$ cat src/rtl/fetch_sequencer_if.sv
// Fetch sequencer bus bundle: branch redirect, instruction memory port and
// decode-side valid/ready handshake.
//   master : the fetch sequencer (drives imem_req/imem_addr and instr_*)
//   slave  : the surrounding core (branch unit, memory, decode)
interface fetch_sequencer_if #(
    parameter int unsigned PC_WIDTH    = 32,
    parameter int unsigned INSTR_WIDTH = 32
);
    logic                   PCsrc;
    logic [PC_WIDTH-1:0]    br_pc;
    logic [PC_WIDTH-1:0]    ImmOp;
    logic                   imem_req;
    logic [PC_WIDTH-1:0]    imem_addr;
    logic                   imem_gnt;
    logic                   imem_rvalid;
    logic [INSTR_WIDTH-1:0] imem_rdata;
    logic                   instr_valid;
    logic                   instr_ready;
    logic [INSTR_WIDTH-1:0] instr;
    logic [PC_WIDTH-1:0]    instr_pc;

    modport master (
        input  PCsrc, br_pc, ImmOp, imem_gnt, imem_rvalid, imem_rdata, instr_ready,
        output imem_req, imem_addr, instr_valid, instr, instr_pc
    );

    modport slave (
        output PCsrc, br_pc, ImmOp, imem_gnt, imem_rvalid, imem_rdata, instr_ready,
        input  imem_req, imem_addr, instr_valid, instr, instr_pc
    );
endinterface

$ cat src/rtl/fetch_sequencer.sv
// Fetch sequencer: owns the fetch PC, issues one instruction-memory request at
// a time and hands each instruction plus its PC to decode. Taken-branch
// redirects reload the PC and squash any wrong-path fetch in flight.
// Ports:
//   clk  - rising-edge clock
//   rst  - asynchronous active-low reset
//   bus  - fetch_sequencer_if.master (redirect in, imem req/gnt/rvalid,
//          decode instr/instr_pc/valid/ready)
module fetch_sequencer #(
    parameter int unsigned          PC_WIDTH    = 32,
    parameter int unsigned          INSTR_WIDTH = 32,
    parameter logic [PC_WIDTH-1:0]  RESET_PC    = '0
) (
    input  logic                clk,
    input  logic                rst,
    fetch_sequencer_if.master   bus
);

    typedef enum logic [1:0] {
        S_IDLE = 2'd0,
        S_REQ  = 2'd1,
        S_WAIT = 2'd2
    } state_t;

    state_t                 r_state;
    logic [PC_WIDTH-1:0]    r_fetch_pc;
    logic [PC_WIDTH-1:0]    r_req_addr;   // address presented/granted for the current request
    logic                   r_hold;       // request was presented last cycle and not granted
    logic                   r_kill;       // drop the next response
    logic                   r_instr_valid;
    logic [INSTR_WIDTH-1:0] r_instr;
    logic [PC_WIDTH-1:0]    r_instr_pc;

    logic                   w_req;
    logic [PC_WIDTH-1:0]    w_addr;
    logic [PC_WIDTH-1:0]    w_sum;
    logic [PC_WIDTH-1:0]    w_target;
    logic                   w_resp;
    logic                   w_load;

    // Request path depends only on state, held address, fetch_pc and instr_ready.
    // An ungranted request stays asserted so its address cannot be withdrawn.
    always_comb begin
        w_req    = (r_state == S_REQ) && (r_hold || !r_instr_valid || bus.instr_ready);
        w_addr   = r_hold ? r_req_addr : r_fetch_pc;
        w_sum    = bus.br_pc + bus.ImmOp;
        w_target = {w_sum[PC_WIDTH-1:2], 2'b00};
        w_resp   = (r_state == S_WAIT) && bus.imem_rvalid;
        w_load   = w_resp && !r_kill && !bus.PCsrc;
    end

    assign bus.imem_req    = w_req;
    assign bus.imem_addr   = w_addr;
    assign bus.instr_valid = r_instr_valid;
    assign bus.instr       = r_instr;
    assign bus.instr_pc    = r_instr_pc;

    // State machine, PC, kill flag and decode output register.
    always_ff @(posedge clk or negedge rst) begin
        if (!rst) begin
            r_state       <= S_IDLE;
            r_fetch_pc    <= RESET_PC;
            r_req_addr    <= RESET_PC;
            r_hold        <= 1'b0;
            r_kill        <= 1'b0;
            r_instr_valid <= 1'b0;
            r_instr       <= '0;
            r_instr_pc    <= RESET_PC;
        end else begin
            case (r_state)
                S_IDLE:  r_state <= S_REQ;
                S_REQ:   if (w_req && bus.imem_gnt) r_state <= S_WAIT;
                S_WAIT:  if (bus.imem_rvalid) r_state <= S_REQ;
                default: r_state <= S_IDLE;
            endcase

            r_hold <= w_req && !bus.imem_gnt;
            if (w_req) begin
                r_req_addr <= w_addr;
            end

            if (bus.PCsrc) begin
                r_fetch_pc <= w_target;
            end else if (w_load) begin
                r_fetch_pc <= r_fetch_pc + PC_WIDTH'(4);
            end

            // A redirect kills whatever is or will be outstanding; a response
            // arriving alongside the redirect is simply dropped instead.
            if (w_resp) begin
                r_kill <= 1'b0;
            end else if (bus.PCsrc && ((r_state == S_WAIT) || w_req)) begin
                r_kill <= 1'b1;
            end

            if (w_load) begin
                r_instr_valid <= 1'b1;
                r_instr       <= bus.imem_rdata;
                r_instr_pc    <= r_req_addr;
            end else if (bus.PCsrc || (r_instr_valid && bus.instr_ready)) begin
                r_instr_valid <= 1'b0;
            end
        end
    end

endmodule

$ cat src/flat_wrapper.sv
// flat-port wrapper written by rule: the top's interface ports become plain ports
module fetch_sequencer_flat 
#(
    parameter int unsigned          PC_WIDTH    = 32,
    parameter int unsigned          INSTR_WIDTH = 32,
    parameter logic [PC_WIDTH-1:0]  RESET_PC    = '0
)
  (clk, rst, bus_PCsrc, bus_br_pc, bus_ImmOp, bus_imem_gnt, bus_imem_rvalid, bus_imem_rdata, bus_instr_ready, bus_imem_req, bus_imem_addr, bus_instr_valid, bus_instr, bus_instr_pc);
  fetch_sequencer_if #(.PC_WIDTH(PC_WIDTH), .INSTR_WIDTH(INSTR_WIDTH)) bus_i ();
  input  logic clk;
  input  logic rst;
  input wire logic [$bits(bus_i.PCsrc)-1:0] bus_PCsrc;
  input wire logic [$bits(bus_i.br_pc)-1:0] bus_br_pc;
  input wire logic [$bits(bus_i.ImmOp)-1:0] bus_ImmOp;
  input wire logic [$bits(bus_i.imem_gnt)-1:0] bus_imem_gnt;
  input wire logic [$bits(bus_i.imem_rvalid)-1:0] bus_imem_rvalid;
  input wire logic [$bits(bus_i.imem_rdata)-1:0] bus_imem_rdata;
  input wire logic [$bits(bus_i.instr_ready)-1:0] bus_instr_ready;
  output wire logic [$bits(bus_i.imem_req)-1:0] bus_imem_req;
  output wire logic [$bits(bus_i.imem_addr)-1:0] bus_imem_addr;
  output wire logic [$bits(bus_i.instr_valid)-1:0] bus_instr_valid;
  output wire logic [$bits(bus_i.instr)-1:0] bus_instr;
  output wire logic [$bits(bus_i.instr_pc)-1:0] bus_instr_pc;
  assign bus_i.PCsrc = bus_PCsrc;
  assign bus_i.br_pc = bus_br_pc;
  assign bus_i.ImmOp = bus_ImmOp;
  assign bus_i.imem_gnt = bus_imem_gnt;
  assign bus_i.imem_rvalid = bus_imem_rvalid;
  assign bus_i.imem_rdata = bus_imem_rdata;
  assign bus_i.instr_ready = bus_instr_ready;
  assign bus_imem_req = bus_i.imem_req;
  assign bus_imem_addr = bus_i.imem_addr;
  assign bus_instr_valid = bus_i.instr_valid;
  assign bus_instr = bus_i.instr;
  assign bus_instr_pc = bus_i.instr_pc;
  fetch_sequencer #(.PC_WIDTH(PC_WIDTH), .INSTR_WIDTH(INSTR_WIDTH), .RESET_PC(RESET_PC)) u_core (.clk(clk), .rst(rst), .bus(bus_i));
endmodule
$ cat config.mk
export PLATFORM = sky130hd
export DESIGN_NAME = fetch_sequencer_flat
export DESIGN_NICKNAME = d
export VERILOG_FILES = /design/src/rtl/fetch_sequencer_if.sv /design/src/rtl/fetch_sequencer.sv /design/src/flat_wrapper.sv
export SDC_FILE = /design/constraint.sdc
export NUM_CORES = 1
export LEC_CHECK = 0
export CORE_ASPECT_RATIO = 1.25
export CORE_UTILIZATION = 50
export DETAILED_ROUTE_END_ITERATION = 10
export PLACE_DENSITY = 0.8
export SLEW_MARGIN = 20
export SYNTH_ARGS = -nofsm -noshare
export SYNTH_HDL_FRONTEND = slang
export SYNTH_SLANG_ARGS = --single-unit
$ cat constraint.sdc
create_clock -name clk -period 3 [get_ports clk]
set_input_delay 0.6 -clock clk [delete_from_list [all_inputs] [get_ports clk]]
set_output_delay 0.6 -clock clk [all_outputs]
set_load 0.05 [all_outputs]
==> impl_results.md, run 1 <==
* Status: finished clean
* Total grt overflow at 0
* Final setup violation count at 0
* IO Count at 200
* Synth Cell Area at 0.00720 sq mm
* Rows at 48
* Main area contributors after synthesis: dfrtp_1 46%, mux2_2 15%, nand2_1 6.8%
* Iteration-0 DRC Markers at 344
* Final Hold Fails at 0
* Total CTS buffers at 17
* Number of synthesized register bits at 131
* Largest net degree at the start of global routing at 72
* Max Freq at 0.350 GHz
* Die Wd at 109 microns
* RSZ-0062 raised after global routing: no
* Slowest stage delay, CP at 0.49 ns
* Worst skew pair latency at 0.41 ns
* Tightest Pin Transition at 0.662 ns
* Ant. Diodes at 0
* Top sig layer: met4
* Clock Sinks at 131
* Max-cap check violation count at 0
* Die H at 136 microns
* Total Wirelength at 20.1 mm
* Postcts setup bufs at 0
* Avg WL per Cell at 17.9 microns
* Post-synth top cells: 131 x dfrtp_1, 131 x nand2_1, 93 x mux2_2, 34 x nor2_1, 33 x a21oi_1
* Ys async rst share at 1.00
* Syn_area_per_cell at 10.3 sq um
* DR pass1 iterations at 6
* Relative slew slack at 0.559
* Post-synth EDFFs at 0
* Reg clk slew, reported paths at 0.06 ns
* Minimum clock period at 2.86 ns
* Core area at 0.0139 sq mm
* Synth cell types at 57
* CTS H-tree lvls at 4
* Final nets at 1067
* Routed vias at 6284
* CTS tree: built
* Synth Instances at 702
* Vias in the first global route at 6402
* Final antenna-violating net count at 0
* Clock share of power at 0.218
* WP data arrival at 3.15 ns
* GPL Wtd Cong at 0.924
* Seq/Total Area, Yosys at 0.455
* YS warnings at 0
* Routed length on met3 at 1.18 mm
* Die area at 0.0149 sq mm
* Layout cells sized above 1 at 0.232
* Detailed-placement wirelength estimate at 15.0 mm
* NetSw at 4010 uW
* Synth area leader: dfrtp_1
* Metal2 WL at 10.6 mm
* WP data required at 3.29 ns
* Fillers at 932
* R2R setup slack at 0.61 ns
* Clock skew at 0.00775 ns
* Worst setup margin at 0.143 ns
* Cell Count, Final, Fillers Out at 1122
* Post-CTS Hold Buffers at 0
* Initial Util at 0.517
* Internal Power at 5510 uW
* Resized Gates After CTS at 0
* Placed cells at 1090
* Critical path, cell by cell: clkdlybuf4s50_1, ha_1, nand4_1, a211oi_2, o31ai_2, a2111oi_4, o21ai_1, a211oi_1, nor3b_1
* Top FF cell, synth: dfrtp_1
* Switching Share at 0.421
* Highest-delay cell along the critical path: a2111oi_4
* Initial antenna violation count at 0
* Port Buf Inserts at 199
* P&R area growth vs syn at 46.7%
* Crit Path Category: in2reg
* Worst hold path class: in2async
* Gr usage total at 0.277
* Logic pwr share at 0.496
* Power Density at 902 mW/mm^2
* LEAKAGE at 0.00483 uW
* Area share of the largest cell type after synthesis at 0.455
* Clock Tree Buf Depth at 2
* Dpl ws at -0.281 ns
* Residual DRC at 0
* First-pass GRT wire length at 31.5 mm
* Met1 Wirelength at 7.61 mm
* Peak VDD IR at 0.636 mV
* Syn Nets at 835
* Critical Path Start Type: input port
* Max FO, Critical Path at 6
* Root buf cell: clkbuf_16
* Fin crit share at 0.952
* Crit. End Element: flop
* Fin. max-slew vios at 0
* TNS Setup at 0 ns
* DR vias/cell at 5.60
* Sequential share of power at 0.286
[registers in the layout, summed over array words and instances (netlist names)]
signal and flops:
u_core.bus.instr 32, u_core.bus.instr_pc 32, u_core.bus.instr_valid 1, u_core.r_fetch_pc 30, u_core.r_hold 1, u_core.r_kill 1, u_core.r_req_addr 32, u_core.r_state 2
[worst max-delay path, delay by kind of cell]
| family | cells | cell delay, ns |
|---|---|---|
| adders and majority gates | 1 | 0.40 |
| and+or+nand+nor | 2 | 0.24 |
| AOI/OAI and AO/OA | 5 | 1.51 |
| buffers and inverters | 1 | 0.40 |
[cells in the final DEF, fill, tap and decap left out, drive strengths merged, types with 2 or more instances in the layout]
| master | count |
|---|---|
| a31oi | 8 |
| inv | 15 |
| and3 | 11 |
| mux2 | 93 |
| and2 | 7 |
| nor3 | 7 |
| a21o | 15 |
| or3 | 2 |
| nand4 | 16 |
| a211oi | 5 |
| mux2i | 3 |
| o21ai | 26 |
| xor2 | 22 |
| and4 | 4 |
| a31o | 2 |
| ha | 31 |
| clkinvlp | 3 |
| bufinv | 2 |
| xnor2 | 27 |
| nor4 | 6 |
| clkinv | 5 |
| nand3 | 16 |
| a22oi | 2 |
| clkdlybuf4s50 | 165 |
| nand2 | 131 |
| o31ai | 3 |
| o21a | 4 |
| o211a | 2 |
| nor2 | 35 |
| dfrtp | 131 |
| clkbuf | 17 |
| a21oi | 35 |
| nand2b | 2 |
| buf | 79 |
[routing by layer]
| layer | vias up | global-route usage |
|---|---|---|
| met5 | - | 0 |
| met4 | 0 | 0.126 |
| met3 | 55 | 0.0484 |
| met2 | 254 | 0.500 |
| met1 | 3016 | 0.314 |
| li1 | 2959 | - |
[path summary, 6_finish.rpt]
path,start,to,cells past startpoint
setup / recovery,bus_ImmOp[9],u_core.r_fetch_pc[30]$_DFFE_PN0N_,9
hold / removal,rst,u_core.bus.instr_pc[11]$_DFFE_PN0P_,1
setup reg to reg,u_core.r_fetch_pc[16]$_DFFE_PN0N_,u_core.r_fetch_pc[28]$_DFFE_PN0N_,7
hold reg to reg,u_core.bus.instr[5]$_DFFE_PN0P_,u_core.bus.instr[5]$_DFFE_PN0P_,1
max in group asynchronous,rst,u_core.bus.instr[13]$_DFFE_PN0P_,2
min in group clk,u_core.bus.instr[5]$_DFFE_PN0P_,u_core.bus.instr[5]$_DFFE_PN0P_,1
[layout make-up]
type	count	area [sq um]	share of cell area
Sequential cell	131	3280	0.311
Inverter	10	37.5	0.00356
Multi-Input combinational cell	530	3750	0.355
Tap cell	175	219	0.0207
Clock buffer	17	425	0.0403
Clock inverter	15	171	0.0162
Timing Repair Buffer	244	2670	0.253
[cell families after synthesis]
kind of cell | count (synthesis) | share of synthesized area
muxes | 96 | 0.150
xor gates and xnor gates | 49 | 0.0596
buffers and inverters | 41 | 0.0252
and+or+nand+nor | 241 | 0.152
adders and majority gates | 31 | 0.0539
AOI/OAI and AO/OA | 113 | 0.104
DFF | 131 | 0.455
[per-stage QoR]
step	area [sq um]	util	power, uW	hold slack [ns]
after floorplan	7200	-	5430	0.304
after global placement	9960	0.715	7280	0.473
after detailed placement	9960	0.715	7440	0.484
after CTS	10600	0.758	9560	0.218
after global routing	10600	0.758	9940	0.242
final	10600	0.758	9520	0.201
[power by group through the flow]
stage | registers [uW] | logic (uW) | clock network, uW
finish | 2720 | 4720 | 2080
global route | 2790 | 4960 | 2190
CTS | 2710 | 4740 | 2110
detailed placement | 2730 | 4710 | 0
global placement | 2680 | 4600 | 0
floorplan | 3400 | 2020 | 0
(Power assumes the default switching activity.)
==> run 2, diff against run 1 <==
--- a/config.mk
+++ b/config.mk
@@ -6,9 +6,10 @@
 export NUM_CORES = 1
 export LEC_CHECK = 0
 export CORE_ASPECT_RATIO = 1.25
-export CORE_UTILIZATION = 50
+export CORE_UTILIZATION = 35
 export DETAILED_ROUTE_END_ITERATION = 10
-export PLACE_DENSITY = 0.8
+export HOLD_SLACK_MARGIN = 0.1
+export PLACE_DENSITY = 0.58
 export SLEW_MARGIN = 20
 export SYNTH_ARGS = -nofsm -noshare
 export SYNTH_HDL_FRONTEND = slang
==> run 2 against run 1 <==
  * Hold slack got worse by 0.0030 ns
  * Final cell count grew 9.0%
  * Register-to-register slack better by 0.09 ns
  * First-iteration DRC count shrank 17%
  * Non-clock buffer count increased by 7
  * Sequential share of layout area is 0.61 points lower
  * Sequential cell count stayed put
  * Die area is 42% higher
  * Clock-buffer cell count increased by 1
  * Critical path type unchanged
  * Critical endpoint is now u_core.r_fetch_pc[28]$_DFFE_PN0N_
  * Largest cell class unchanged
==> impl_results.md, run 2 (synthesis results as in run 1) <==
* Status: finished clean (unchanged)
* Worst hold path class: in2async (unchanged)
* WP data arrival at 3.11 ns (was 3.15 ns)
* Area after DPL at 0.0101 sq mm (was 0.00996 sq mm)
* Die H at 162 microns (was 136 microns)
* Most frequent cells in the layout: 165 x clkdlybuf4s50_1, 131 x nand2_1, 131 x dfrtp_1 (unchanged)
* Avg WL per Cell at 15.7 microns (was 17.9 microns)
* Logic pwr share at 0.490 (was 0.496)
* Post-CTS Hold Buffers at 0 (unchanged)
* Resized Gates After CTS at 0 (unchanged)
* First-pass GRT wire length at 31.0 mm (was 31.5 mm)
* Initial Util at 0.358 (was 0.517)
* Max Freq at 0.358 GHz (was 0.350 GHz)
* Switching Share at 0.406 (was 0.421)
* Power Density at 888 mW/mm^2 (was 902 mW/mm^2)
* Worst skew pair latency at 0.42 ns (was 0.41 ns)
* Ant. Diodes at 0 (unchanged)
* Max FO, Critical Path at 4 (was 6)
* Reg clk slew, reported paths at 0.05 ns (was 0.06 ns)
* Total grt overflow at 0 (unchanged)
* Tightest Pin Transition at 0.645 ns (was 0.662 ns)
* Largest net degree at the start of global routing at 69 (was 72)
* Clock skew at 0.0125 ns (was 0.00775 ns)
* Max-cap check violation count at 0 (unchanged)
* Gr busiest metal: met2 (unchanged)
* Crit Path Category: in2reg (unchanged)
* Rows at 58 (was 48)
* Buffers plus inverters on the worst setup path at 1 (unchanged)
* Fin crit share at 0.930 (was 0.952)
* Minimum clock period at 2.79 ns (was 2.86 ns)
* Overall power at 9560 uW (was 9520 uW)
* Final design utilization at 0.536 (was 0.758)
* Clock Sinks at 131 (unchanged)
* Routed vias at 5993 (was 6284)
* Clock Tree Buf Depth at 2 (unchanged)
* Final nets at 1074 (was 1067)
* Fin. max-slew vios at 0 (unchanged)
* Die area at 0.0211 sq mm (was 0.0149 sq mm)
* Final antenna-violating net count at 0 (unchanged)
* Most used cell, CP: a211oi_2
* P&R area growth vs syn at 49.6% (was 46.7%)
* WP data required at 3.32 ns (was 3.29 ns)
* LEAKAGE at 0.00488 uW (was 0.00483 uW)
* Detailed-placement wirelength estimate at 14.6 mm (was 15.0 mm)
* CTS H-tree lvls at 4 (unchanged)
* Met2 GRT Util at 0.324 (was 0.500)
* Hold slack at 0.198 ns (was 0.201 ns)
* Gr usage total at 0.192 (was 0.277)
* RSZ-0062 raised after global routing: no (unchanged)
* Final Hold Fails at 0 (unchanged)
* Die Wd at 130 microns (was 109 microns)
* Fillers at 1841 (was 932)
* GPL Wtd Cong at 0.845 (was 0.924)
* Crit path max-delay family: compound AO/OA/AOI/OAI gates (unchanged)
* Total Wirelength at 19.2 mm (was 20.1 mm)
* Residual DRC at 0 (unchanged)
* Final setup violation count at 0 (unchanged)
* Placed cells at 1192 (was 1090)
* Highest-delay cell along the critical path: o31ai_2 (was a2111oi_4)
* Root buf cell: clkbuf_16 (unchanged)
* Relative slew slack at 0.570 (was 0.559)
* Cell Count, Final, Fillers Out at 1223 (was 1122)
* Initial antenna violation count at 0 (unchanged)
* Crit. End Element: flop (unchanged)
* Core area at 0.0201 sq mm (was 0.0139 sq mm)
* DR vias/cell at 4.90 (was 5.60)
* DR pass1 iterations at 5 (was 6)
* GRT met3 Usage at 0.0366 (was 0.0484)
* Slowest stage delay, CP at 0.57 ns (was 0.49 ns)
* Clock share of power at 0.229 (was 0.218)
* Layout cells sized above 1 at 0.237 (was 0.232)
* Iteration-0 DRC Markers at 286 (was 344)
* Critical path, cell by cell: clkdlybuf4s50_1, ha_1, a21oi_2, a211oi_2, o31ai_2, a31oi_1, a211oi_2, nor2_1, a311oi_1 (was clkdlybuf4s50_1, ha_1, nand4_1, a211oi_2, o31ai_2, a2111oi_4, o21ai_1, a211oi_1, nor3b_1)
* Internal Power at 5680 uW (was 5510 uW)
* CTS tree: built (unchanged)
* Port Buf Inserts at 199 (unchanged)
* Total CTS buffers at 17 (unchanged)
* Commonest non-fill, non-tap cell in the layout: clkdlybuf4s50_1 (unchanged)
* IO Count at 200 (unchanged)
* Met1 GRT Util at 0.243 (was 0.314)
* Sequential share of power at 0.281 (was 0.286)
* NetSw at 3880 uW (was 4010 uW)
* Peak VDD IR at 0.411 mV (was 0.636 mV)
* Postcts setup bufs at 0 (unchanged)
* Final Cell Area at 0.0108 sq mm (was 0.0106 sq mm)
* Critical Path Start Type: input port (unchanged)
* Vias in the first global route at 5900 (was 6402)
run 2: final timing paths:
path                                                endpoint  depth (start not counted)                               from  slack, ns
hold / removal               u_core.bus.instr[1]$_DFFE_PN0P_                          1                                rst       0.20
setup reg to reg           u_core.r_fetch_pc[25]$_DFFE_PN0N_                          7  u_core.r_fetch_pc[16]$_DFFE_PN0N_       0.70
max in group asynchronous   u_core.r_req_addr[0]$_DFFE_PN0P_                          2                                rst       2.13
setup / recovery           u_core.r_fetch_pc[28]$_DFFE_PN0N_                          9                       bus_ImmOp[2]       0.21
min in group clk            u_core.r_req_addr[4]$_DFFE_PN0P_                          2   u_core.r_req_addr[4]$_DFFE_PN0P_       0.50
hold reg to reg             u_core.r_req_addr[4]$_DFFE_PN0P_                          2   u_core.r_req_addr[4]$_DFFE_PN0P_       0.50
run 2: per-stage QoR:
step | setup WS (ns) | TNS, ns
floorplan | 0.477 | 0
CTS | 0.201 | 0
global route | 0.00756 | 0
global placement | -0.216 | -1.86
detailed placement | -0.215 | -2.03
finish | 0.210 | 0
run 2: layer usage:
| metal | vias up | wire (microns) |
|---|---|---|
| met3 | 19 | 1030 |
| met4 | 0 | 278 |
| met1 | 2835 | 8290 |
| met2 | 183 | 9650 |
| li1 | 2956 | - |
| met5 | - | 0 |
run 2: layout make-up:
cell class	count	area [sq um]	share of cell area
multi-input combinational	530	3750	0.348
sequential	131	3280	0.304
timing repair buffer	251	2740	0.254
clock buffer	18	439	0.0408
tap	270	338	0.0314
clock inverter	13	185	0.0172
inverter	10	37.5	0.00349
run 2: power by group through the flow:
stage          combinational (uW)  sequential (uW)  clock (uW)
2_1_floorplan                2020             3400           0
3_3_place_gp                 4690             2690           0
3_5_place_dp                 4720             2720           0
4_1_cts                      4730             2690        2240
5_1_grt                      4970             2760        2320
6_report                     4680             2690        2190
run 2: worst reg2reg max path: stages, from the launching register on:
cell	delay (ns)
dfrtp_1	0.48
and4_1	0.30
nand4_1	0.24
nor4_2	0.56
nand4_1	0.18
xor2_1	0.16
nor2_1	0.05
a31o_2	0.21
==> variant 1 (settings of run 1) <==
The 3 states of `state_t` get a one-hot encoding in 3 bits.
--- a/src/rtl/fetch_sequencer.sv
+++ b/src/rtl/fetch_sequencer.sv
@@ -17,8 +17,8 @@
 );
 
-    typedef enum logic [1:0] {
-        S_IDLE = 2'd0,
-        S_REQ  = 2'd1,
-        S_WAIT = 2'd2
+    typedef enum logic [2:0] {
+        S_IDLE = 3'b001,
+        S_REQ  = 3'b010,
+        S_WAIT = 3'b100
     } state_t;
 
Behaviour: no difference found for any inputs over 4 cycles, from zero or initial values and one cycle with rst low; so few cycles prove little.
==> variant 1 against run 1 <==
  * Final area about the same
  * Sequential share of layout area up 0.23 points
  * Area after synthesis up 1.8%
  * Critical path type is now input pin to output pin
  * Wire length down 11%
  * Power down 1.9%
  * Sequential cell count up 1
  * Largest power group unchanged
  * Non-clock buffer count down 19
  * Setup slack better by 160 ps
==> variant 1: results <==
export IMPL_worst_endpoint_arrival_ps=2090
export IMPL_outcome="finished clean"
export IMPL_max_slew_margin_rel_pct=62.4
export IMPL_detailedPlacementHpwl_um=13200
export IMPL_grt_pass1_wl_um=28500
export IMPL_netlist_top_cells_area="sky130_fd_sc_hd__dfrtp_1 (45%), sky130_fd_sc_hd__mux2_2 (19%), sky130_fd_sc_hd__ha_1 (5.3%)"
export IMPL_placement_cell_area_um2=9960
export IMPL_gpl_final_weighted_congestion=0.888
export IMPL_drt_pass1_iterations=4
export IMPL_synth_mux_area_fraction_pct=20.3
export IMPL_leakage_nw=4.59
export IMPL_synth_commonest_cells="sky130_fd_sc_hd__dfrtp_1 (131), sky130_fd_sc_hd__mux2_2 (124), sky130_fd_sc_hd__ha_1 (31), sky130_fd_sc_hd__a21oi_1 (30), sky130_fd_sc_hd__xnor2_1 (30)"
export IMPL_met3_length_um=811
export IMPL_yosys_area_share_xor_xnor_pct=6.58
export IMPL_crit_path_max_fanout=4
export IMPL_post_synthesis_cell_count=612
export IMPL_finalNetCount=966
export IMPL_vdd_ir_drop_max_mv=0.690
export IMPL_first_global_vias=5933
export IMPL_critical_path_slowest_cell="sky130_fd_sc_hd__clkdlybuf4s50_1"
export IMPL_routed_via_density=5.49
export IMPL_cp_slowest_stage_delay_ps=430
export IMPL_detailroute_wirelength_met2_um=9380
export IMPL_post_place_cells=992
export IMPL_synth_seq_area_share_pct=45.1
export IMPL_post_route_cells_drive_above_1_share_pct=29.4
export IMPL_compound_gate_fraction_of_synth_area_pct=10.2
export IMPL_critical_path_top_delay_family="buffers and inverters"
export IMPL_synthAdderAreaFrac_pct=5.30
export IMPL_synth_cell_types=62
==> variant 1: cell types whose count changed after synthesis, moves of 4 or more <==
cell and change:
sky130_fd_sc_hd__o21ai_0 -7, sky130_fd_sc_hd__nor2b_1 +4, sky130_fd_sc_hd__mux2i_1 +6, sky130_fd_sc_hd__nand4_1 -6
sky130_fd_sc_hd__mux2_2 +31, sky130_fd_sc_hd__a31oi_1 -4, sky130_fd_sc_hd__clkbuf_1 -7, sky130_fd_sc_hd__nand2_1 -109
sky130_fd_sc_hd__buf_6 +6, sky130_fd_sc_hd__nand3_1 +7, sky130_fd_sc_hd__nor2_1 -5, sky130_fd_sc_hd__and3_1 -4
sky130_fd_sc_hd__buf_2 -7
==> variant 1: layout make-up <==
| class | instances | area (um^2) | area share [%] |
|---|---|---|---|
| Inverter | 6 | 22.5 | 0.213 |
| Tap cell | 178 | 223 | 2.11 |
| Clock inverter | 11 | 125 | 1.18 |
| Multi-Input combinational cell | 451 | 3870 | 36.6 |
| Sequential cell | 132 | 3300 | 31.3 |
| Timing Repair Buffer | 225 | 2540 | 24.0 |
| Clock buffer | 21 | 480 | 4.55 |
==> variant 1: worst register-to-register path: stages (launching register included) <==
cell                      delay (ps)
sky130_fd_sc_hd__dfrtp_1         440
sky130_fd_sc_hd__and3_1          270
sky130_fd_sc_hd__and2_1          190
sky130_fd_sc_hd__nand3_1         240
sky130_fd_sc_hd__nor4_4          450
sky130_fd_sc_hd__nand2_1         110
sky130_fd_sc_hd__xnor2_1         140
sky130_fd_sc_hd__mux2_2          250
==> variant 1: per-layer routing <==
metal	vias up	track usage, %
li1	2671	-
met1	2745	28.0
met2	166	43.9
met3	36	4.82
met4	0	10.7
met5	-	0
==> variant 1: final timing paths <==
path                                                        from                           endpoint  slack, ps
worst max-delay path                             bus_instr_ready                       bus_imem_req        310
worst min-delay path                                         rst   u_core.bus.instr[12]$_DFFE_PN0P_        130
worst max register to register  u_core.r_fetch_pc[5]$_DFFE_PN0N_  u_core.r_fetch_pc[28]$_DFFE_PN0N_        780
worst min register to register   u_core.bus.instr[3]$_DFFE_PN0P_    u_core.bus.instr[3]$_DFFE_PN0P_        500
max in group asynchronous                                    rst   u_core.r_fetch_pc[4]$_DFFE_PN0N_       2130
min in group clk                 u_core.bus.instr[3]$_DFFE_PN0P_    u_core.bus.instr[3]$_DFFE_PN0P_        500
==> variant 1: power by group <==
part / internal [mW] / leakage (nW) / switching, mW
registers: 2.37 / 1.68 / 0.479
clock network: 1.31 / 0.295 / 0.757
logic: 1.99 / 2.62 / 2.43
==> variant 1: metrics by stage <==
stage / setup WS, ps / hold WS (ps) / setup TNS [ps]
finish: 307 / 131 / 0
global route: 202 / 161 / 0
CTS: 287 / 137 / 0
detailed placement: -112 / 494 / -503
global placement: -80.9 / 478 / -216
floorplan: 479 / 304 / 0
==> variant 2 (settings of run 1) <==
Without the edit above. `INSTR_WIDTH` is set to 32 in 3 places; all go to 64.
--- a/src/rtl/fetch_sequencer_if.sv
+++ b/src/rtl/fetch_sequencer_if.sv
@@ -5,5 +5,5 @@
 interface fetch_sequencer_if #(
     parameter int unsigned PC_WIDTH    = 32,
-    parameter int unsigned INSTR_WIDTH = 32
+    parameter int unsigned INSTR_WIDTH = 64
 );
     logic                   PCsrc;
--- a/src/rtl/fetch_sequencer.sv
+++ b/src/rtl/fetch_sequencer.sv
@@ -9,5 +9,5 @@
 module fetch_sequencer #(
     parameter int unsigned          PC_WIDTH    = 32,
-    parameter int unsigned          INSTR_WIDTH = 32,
+    parameter int unsigned          INSTR_WIDTH = 64,
     parameter logic [PC_WIDTH-1:0]  RESET_PC    = '0
 ) (
--- a/src/flat_wrapper.sv
+++ b/src/flat_wrapper.sv
@@ -3,5 +3,5 @@
 #(
     parameter int unsigned          PC_WIDTH    = 32,
-    parameter int unsigned          INSTR_WIDTH = 32,
+    parameter int unsigned          INSTR_WIDTH = 64,
     parameter logic [PC_WIDTH-1:0]  RESET_PC    = '0
 )
Ports: changed (resized bus_imem_rdata and bus_instr); port bits go from 200 to 264. No check against the original RTL was run, so the function may have changed too.
==> variant 2 against run 1 <==
  * Final area is 18% higher
  * Area after synthesis is 16% higher
  * Sequential cell count is 32 higher
  * Register-to-register slack better by 210 ps
  * Setup slack better by 20 ps
  * Wire length is 6.2% higher
  * Power is 14% higher
  * Core utilization is 0.56 points higher
  * Non-clock buffer count is 64 higher
  * Critical path type unchanged
  * Clock skew is 4.9 ps higher
  * Cell count is 15% higher
==> variant 2: results <==
export IMPL_post_place_cells=1259
export IMPL_clk_latency_ps=420
export IMPL_critical_path_slowest_cell="sky130_fd_sc_hd__a2111oi_4"
export IMPL_first_global_vias=6982
export IMPL_route_detailed_wl_per_inst_um=16.5
export IMPL_synth_cell_types=57
export IMPL_global_route_peak_usage_layer="met2"
export IMPL_yosys_area_share_xor_xnor_pct=5.13
export IMPL_layout_filler_cells=1120
export IMPL_worst_endpoint_arrival_ps=3130
export IMPL_synth_async_sr_flop_share_pct=100
export IMPL_post_route_cells_drive_above_1_share_pct=23.3
export IMPL_worst_clock_skew_ps=12.6
export IMPL_largest_register_ffs=64
export IMPL_detailedPlacementHpwl_um=16200
export IMPL_routed_via_density=5.31
export IMPL_post_cts_repair_setup_buffers=0
export IMPL_antenna_diode_count=0
export IMPL_gr_usage_met2_pct=44.2
export IMPL_synth_mux_area_fraction_pct=17.2
export IMPL_synthAdderAreaFrac_pct=4.63
export IMPL_compound_gate_fraction_of_synth_area_pct=8.94
export IMPL_cp_slowest_stage_delay_ps=500
export IMPL_placement_cell_area_um2=11800
export IMPL_outcome="finished clean"
export IMPL_port_buffers=263
export IMPL_cts_inserted_buffers=17
export IMPL_grt_pass1_wl_um=35000
export IMPL_synth_seq_area_share_pct=48.7
export IMPL_vdd_ir_drop_max_mv=0.440
export IMPL_clock_tree_root_cell="sky130_fd_sc_hd__clkbuf_16"
export IMPL_deepest_clock_path_buffer_count=2
export IMPL_grt_util_met1_pct=31.2
export IMPL_synth_commonest_cells="sky130_fd_sc_hd__dfrtp_1 (163), sky130_fd_sc_hd__nand2_1 (131), sky130_fd_sc_hd__mux2_2 (125), sky130_fd_sc_hd__nor2_1 (34), sky130_fd_sc_hd__a21oi_1 (33)"
export IMPL_cts_htree_levels=4
export IMPL_average_cell_area_after_synthesis_um2=10.9
export IMPL_grtUsageMet3_pct=5.70
export IMPL_number_of_antenna_violations_at_the_first_check_in_global_routing=0
export IMPL_gpl_final_weighted_congestion=0.837
export IMPL_drt_pass1_iterations=5
export IMPL_postSynthNetCount=935
export IMPL_netlist_top_cells_area="sky130_fd_sc_hd__dfrtp_1 (49%), sky130_fd_sc_hd__mux2_2 (17%), sky130_fd_sc_hd__nand2_1 (5.9%)"
export IMPL_detail_route_iter0_violations=449
export IMPL_leakage_nw=5.65
export IMPL_clk_transition_reported_paths_ps=70
export IMPL_synth_warnings=0
export IMPL_worst_hold_path_type="input pin to async pin"
export IMPL_critical_path_top_delay_family="compound AO/OA/AOI/OAI gates"
export IMPL_crit_path_max_fanout=6
export IMPL_drt_wl_total_um=21300
export IMPL_pin_slew_with_the_least_headroom_to_its_limit_ps=683
export IMPL_finalNetCount=1227
export IMPL_post_cts_resized_instances=0
export IMPL_groute_usage_overall_pct=25.5
export IMPL_grt_max_degree=68
-- variant 2: worst paths after layout --
kind | from | to | slack (ps) | cells past startpoint
setup / recovery | bus_ImmOp[9] | u_core.r_fetch_pc[30]$_DFFE_PN0N_ | 160 | 9
max in group asynchronous | rst | u_core.r_fetch_pc[16]$_DFFE_PN0N_ | 2060 | 2
hold / removal | rst | u_core.bus.instr[0]$_DFFE_PN0P_ | 180 | 1
min in group clk | u_core.r_req_addr[20]$_DFFE_PN0P_ | u_core.r_req_addr[20]$_DFFE_PN0P_ | 500 | 2
setup reg to reg | u_core.r_fetch_pc[8]$_DFFE_PN0N_ | u_core.r_fetch_pc[31]$_DFFE_PN0N_ | 820 | 7
hold reg to reg | u_core.r_req_addr[20]$_DFFE_PN0P_ | u_core.r_req_addr[20]$_DFFE_PN0P_ | 500 | 2
-- variant 2: cells by family (layout without fill, tap and decap cells) --
family,Yosys count,after routing
flops,163,163
buf+inv,45,349
simple gates,241,241
xor+xnor,49,49
fa+ha+maj,31,31
compound gates,113,113
mux,128,128
-- variant 2: metal layers --
layer	vias to the layer above	share of wire, %
met4	0	2.2
met5	-	0
met1	3256	41
met2	260	51
met3	32	6.0
li1	3304	-
-- variant 2: report_power, final --
group          internal, mW  switching [mW]
sequential             2.83           0.442
combinational          2.22            3.17
clock                  1.26           0.902
-- variant 2: cell type report --
| cell class | instances | area, um^2 | share of cell area, % |
|---|---|---|---|
| well taps | 216 | 270 | 2.18 |
| clock inverters | 12 | 146 | 1.18 |
| inverters | 10 | 37.5 | 0.302 |
| multi-input cells | 562 | 4110 | 33.1 |
| repair buffers | 308 | 3330 | 26.8 |
| flip-flops and latches | 163 | 4080 | 32.9 |
| clock buffers | 19 | 443 | 3.57 |
-- variant 2: through the flow --
stage | util (%) | setup WS (ps)
floorplan | - | 477
global placement | 72.7 | -176
detailed placement | 72.7 | -252
CTS | 76.3 | 178
global route | 76.3 | -30.0
finish | 76.3 | 163
-- variant 2: worst register-to-register path, delay by kind of cell, from the launching register on --
family | cells | cell delay [ps]
AOI/OAI and AO/OA | 1 | 180
xor gates and xnor gates | 1 | 210
DFF | 1 | 400
and+or+nand+nor | 5 | 1300
